`config.mk`:
```
export PLATFORM = sky130hd
export DESIGN_NAME = mobo_bus_ctrl
export DESIGN_NICKNAME = d
export VERILOG_FILES = /design/src/rtl/mobo_bus_ctrl.sv
export SDC_FILE = /design/constraint.sdc
export NUM_CORES = 1
export LEC_CHECK = 0
export BUFFER_PORTS_ARGS = -buffer_cell sky130_fd_sc_hd__clkbuf_2
export CORE_AREA = 2 2 103 105
export CTS_BUF_LIST = sky130_fd_sc_hd__clkbuf_16
export DETAILED_ROUTE_END_ITERATION = 7
export DIE_AREA = 0 0 105 107
export MAX_ROUTING_LAYER = met4
export PLACE_DENSITY = 0.73
export SLEW_MARGIN = 5
export SYNTH_ARGS = -nofsm -noshare
export SYNTH_HDL_FRONTEND = slang
export SYNTH_SLANG_ARGS = --single-unit
```
`constraint.sdc`:
```
create_clock -name clk -period 1.68 [get_ports clk]
set_input_delay 0.168 -clock clk [delete_from_list [all_inputs] [get_ports clk]]
set_output_delay 0.168 -clock clk [all_outputs]
set_load 0.01 [all_outputs]
```
`src/rtl/mobo_bus_ctrl.sv`:
```
// Motherboard bus controller: turns CPU READ/WRITE commands into a single
// req/ack memory transfer, reporting BUSY/DONE/ERR back on mobo_stat.
module mobo_bus_ctrl #(
  parameter int WORD_WIDTH = 32,
  parameter int ADDR_WIDTH = 16,
  parameter int TIMEOUT    = 255
) (
  input  logic                  clk,
  input  logic                  rst_n,
  input  logic [WORD_WIDTH-1:0] mobo_ctrl,
  output logic [WORD_WIDTH-1:0] mobo_stat,
  input  logic [ADDR_WIDTH-1:0] cpu_addr,
  input  logic [WORD_WIDTH-1:0] cpu_wdata,
  output logic [WORD_WIDTH-1:0] cpu_rdata,
  output logic                  mem_req,
  output logic                  mem_we,
  output logic [ADDR_WIDTH-1:0] mem_addr,
  output logic [WORD_WIDTH-1:0] mem_wdata,
  input  logic [WORD_WIDTH-1:0] mem_rdata,
  input  logic                  mem_ack
);

  localparam int CW = $clog2(TIMEOUT + 1);
  localparam logic [CW-1:0] CNT_LAST = CW'(TIMEOUT - 1);

  localparam logic [WORD_WIDTH-1:0] CTRL_READ  = WORD_WIDTH'(1);
  localparam logic [WORD_WIDTH-1:0] CTRL_WRITE = WORD_WIDTH'(2);

  localparam logic [1:0] STAT_IDLE = 2'd0;
  localparam logic [1:0] STAT_BUSY = 2'd1;
  localparam logic [1:0] STAT_DONE = 2'd2;
  localparam logic [1:0] STAT_ERR  = 2'd3;

  typedef enum logic [1:0] {S_IDLE, S_REQ, S_DONE, S_ERR} state_t;

  state_t                state, state_nxt;
  logic [CW-1:0]         cnt, cnt_nxt;
  logic [1:0]            stat_q, stat_nxt;
  logic                  req_nxt, we_nxt;
  logic [ADDR_WIDTH-1:0] addr_nxt;
  logic [WORD_WIDTH-1:0] wdata_nxt, rdata_nxt;

  logic is_rd, is_wr;
  assign is_rd = (mobo_ctrl == CTRL_READ);
  assign is_wr = (mobo_ctrl == CTRL_WRITE);

  assign mobo_stat = {{(WORD_WIDTH-2){1'b0}}, stat_q};

  always_ff @(posedge clk or negedge rst_n) begin
    if (!rst_n) begin
      state     <= S_IDLE;
      cnt       <= '0;
      stat_q    <= STAT_IDLE;
      mem_req   <= 1'b0;
      mem_we    <= 1'b0;
      mem_addr  <= '0;
      mem_wdata <= '0;
      cpu_rdata <= '0;
    end else begin
      state     <= state_nxt;
      cnt       <= cnt_nxt;
      stat_q    <= stat_nxt;
      mem_req   <= req_nxt;
      mem_we    <= we_nxt;
      mem_addr  <= addr_nxt;
      mem_wdata <= wdata_nxt;
      cpu_rdata <= rdata_nxt;
    end
  end

  always_comb begin
    state_nxt = state;
    cnt_nxt   = cnt;
    stat_nxt  = stat_q;
    req_nxt   = mem_req;
    we_nxt    = mem_we;
    addr_nxt  = mem_addr;
    wdata_nxt = mem_wdata;
    rdata_nxt = cpu_rdata;
    case (state)
      S_IDLE: begin
        if (is_rd || is_wr) begin
          addr_nxt  = cpu_addr;
          wdata_nxt = cpu_wdata;
          we_nxt    = is_wr;
          req_nxt   = 1'b1;
          cnt_nxt   = '0;
          stat_nxt  = STAT_BUSY;
          state_nxt = S_REQ;
        end
      end
      S_REQ: begin
        // ack is checked first so an ack on the final allowed cycle still completes
        if (mem_ack) begin
          req_nxt   = 1'b0;
          if (!mem_we) rdata_nxt = mem_rdata;
          stat_nxt  = STAT_DONE;
          state_nxt = S_DONE;
        end else if (cnt == CNT_LAST) begin
          req_nxt   = 1'b0;
          stat_nxt  = STAT_ERR;
          state_nxt = S_ERR;
        end else begin
          cnt_nxt = cnt + CW'(1);
        end
      end
      S_DONE, S_ERR: begin
        // command must drop to NONE before another transfer can start
        if (!(is_rd || is_wr)) begin
          stat_nxt  = STAT_IDLE;
          state_nxt = S_IDLE;
        end
      end
    endcase
  end

endmodule

```
==> impl_metrics.yaml <==
logic_synthesis:
  synth_seq_area_share: 0.5845
  netlist_top_cells_count: "dfrtp_1 (92), mux2_2 (71), buf_4 (31)"
  synth_top_cells_by_area: "dfrtp_1 (58%), mux2_2 (20%), buf_4 (5.9%), mux2_1 (2.9%), nand2_1 (1.2%)"
  synthesis.area_um2: 3939
  synthCells: 284
  ys_warn_count: 0
  synth_edf_count: 0
  synth.ff_latch_count: 92
  synth-async-reset-ratio: 1.000
  synth.distinct_cells: 34
  synth_top_area_frac: 0.5845
  syn_avg_cell_area_um2: 13.87
  synthFlopType: "dfrtp_1"
  yosysTopAreaCell: "dfrtp_1"
  synth.most_common_cell: "dfrtp_1"
outcome:
  status: "finished clean"
setup_path:
  r2r-end: "mem_wdata[24]"
  critPathLaunch: "stat_q[0]"
  reg2reg_depth: 6
  worst_r2r_startpoint: "stat_q[0]"
  setup.worst_path.end: "mem_wdata[24]"
  startpoint_type: "register"
  r2r_slack_ns: 0.03
  critical_path_class: "reg2reg"
  crit_fanout: 6
  arrival_ns: 1.87
  critPathCaptureType: "register"
  required_ns: 1.89
global_route:
  grtUsageTotal: 0.1784
  overflow: 0
  antenna_found_initial: 0
  grt_max_degree: 37
  grt_pass1_vias: 3168
  grt_pass1_wl_mm: 15.32
clocking:
  clk_latency_ns: 0.33
  htree_levels: 3
  cts_tree: "done"
  clockBufferDepth: 2
  numCtsBuffers: 9
  clkSlewWorstSetupHoldPaths_ns: 0.07
  clock-sinks: 92
  root_buffer: "clkbuf_16"
die:
  ios: 229
  start_util: 0.3903
  core_um2: 10090
  die_h_um: 107
  row_count: 37
  dieArea_um2: 11240
  chipWidth_um: 105
run:
  maxCapViolCount: 0
timing:
  timing.final.crit_share: 0.9850
  setup_slack_ns: 0.02527
  fin_setup_tns_ns: 0
  finalMaxSlewViolations: 0
  post-route-min-period_ns: 1.655
  fin_skew_ns: 0.01054
  finalHoldViolCount: 0
  rsz0062_at_grt: "yes"
  fmax_mhz: 604.3
  setup_violations: 0
place:
  placement.io_buffers: 198
  hpwl_mm: 6.855
  placed_cell_area_um2: 5159
  place_congestion: 0.7464
  pre_cts_ws_ns: -0.2304
layout:
  diodes: 0
  layout.nets: 630
  syn_to_final_growth_pct: 48.82
  drive_gt1_frac: 0.6383
  stdcell_area_um2: 5862
detailed_routing:
  vias: 3042
  remaining_drc_errors: 0
  vias_per_cell: 4.658
  ant_nets: 0
  wl_per_cell_um: 15.78
  first_pass_iters: 4
  wl_mm: 10.30
  drt-initial-drc-count: 103
pwr:
  leakage_nw: 3.152
  powerDensity_nw_per_um2: 807.1
  ir_drop_mv: 0.5753
hold_path:
  holdCritPathClass: "in2reg"
through the flow:
stage               std cells  hold slack [ns]  total power [W]  utilization
floorplan                 313          -0.1276         0.002475            -
global placement          623           0.1479         0.002661       0.5112
detailed placement        623           0.1571         0.002673       0.5112
CTS                       647          0.05472         0.004757       0.5611
global route              653          0.05042         0.004923       0.5808
finish                    653          0.05606         0.004731       0.5808
layer usage:
layer	track usage	routed length (µm)	vias up
met5	-	0	-
met4	0.06286	165	0
met3	0.04195	675	11
met2	0.3089	5314	143
met1	0.2037	4148	1475
li1	-	-	1413
cells in the final DEF, fill, tap and decap left out, drive strengths merged:
cell         Yosys  final
nor3b            2      2
nor4             9      9
inv              1      3
a41o             1      2
buf             38     27
bufinv           0      2
and3             1      1
and4             1      1
mux2i            2      2
xnor2            1      1
dlygate4sd3      0      1
or3b             1      1
or2              2      2
o2bb2ai          1      1
ha               2      2
o21ai            4      4
conb             1     30
o22ai            5      5
xor2             1      1
clkinv           0      2
nor3             2      2
nand3            5      5
dfrtp           92     92
a21o             2      2
nand2           13     13
nand4            2      2
clkbuf           1    208
a41oi            1      1
a2111oi          1      1
nor2             4      4
mux2            81     81
a21oi            1      1
nand2b           6      6
registers in the layout, indices dropped and copies added (netlist names):
name and count:
mem_req 1, mem_addr 16, cpu_rdata 32, cnt 8
mem_we 1, stat_q 2, mem_wdata 32
timing repair:
action                                  CTS  global route
endpoints found under the setup margin   49            89
resized for setup                        21            24
hold buffers                              1             0
gates cloned                              4             4
buffers inserted                          4             2
hold endpoints to repair                 33             0
pin swaps                                 2             1
area by class of cell:
type                            instances  area, µm²
Timing Repair Buffer                  227       1390
Tap cell                              136      170.2
Multi-Input combinational cell        182       1690
Clock inverter                          6      80.08
Inverter                                1      3.754
Fill cell                             861       4230
Sequential cell                        92       2302
Clock buffer                            9      225.2
kinds of logic (layout without fill, tap and decap cells):
| group | Yosys count | in the layout | synth area share |
|---|---|---|---|
| multiplexers | 83 | 83 | 0.2367 |
| AO/OA/AOI/OAI | 16 | 17 | 0.02732 |
| other | 1 | 30 | 0.0009521 |
| adder cells (fa/ha/maj) | 2 | 2 | 0.006352 |
| flip-flops | 92 | 92 | 0.5845 |
| AND/OR/NAND/NOR | 48 | 48 | 0.06830 |
| buffers and inverters | 40 | 243 | 0.07147 |
| XOR/XNOR | 2 | 2 | 0.004448 |
how the worst min path moves through the flow:
stage / from / end / slack, ns / depth (start not counted)
6_report: cpu_wdata[27] / mem_wdata[27] / 0.06 / 2
5_1_grt: mem_rdata[9] / cpu_rdata[9] / 0.05 / 2
4_1_cts: mem_rdata[11] / cpu_rdata[11] / 0.05 / 2
3_5_place_dp: rst_n / cpu_rdata[6] / 0.16 / 1
3_3_place_gp: rst_n / cpu_rdata[6] / 0.15 / 1
2_1_floorplan: rst_n / cnt[0] / -0.13 / 0
where the power goes:
| group | internal, W | leakage, nW | switching [W] |
|---|---|---|---|
| sequential | 0.00226 | 1.24 | 0.0000278 |
| combinational | 0.000183 | 1.76 | 0.000179 |
| clock | 0.00128 | 0.152 | 0.000797 |
| total | 0.00373 | 3.15 | 0.00100 |
worst max-delay path, stage by stage, from the launching register on:
cell and delay [ns]:
dfrtp_1 0.37, or2_4 0.27, nor4_4 0.15, buf_4 0.19, buf_6 0.13, buf_12 0.14, mux2_4 0.30
Note: power is estimated with default switching activity, not from simulation.
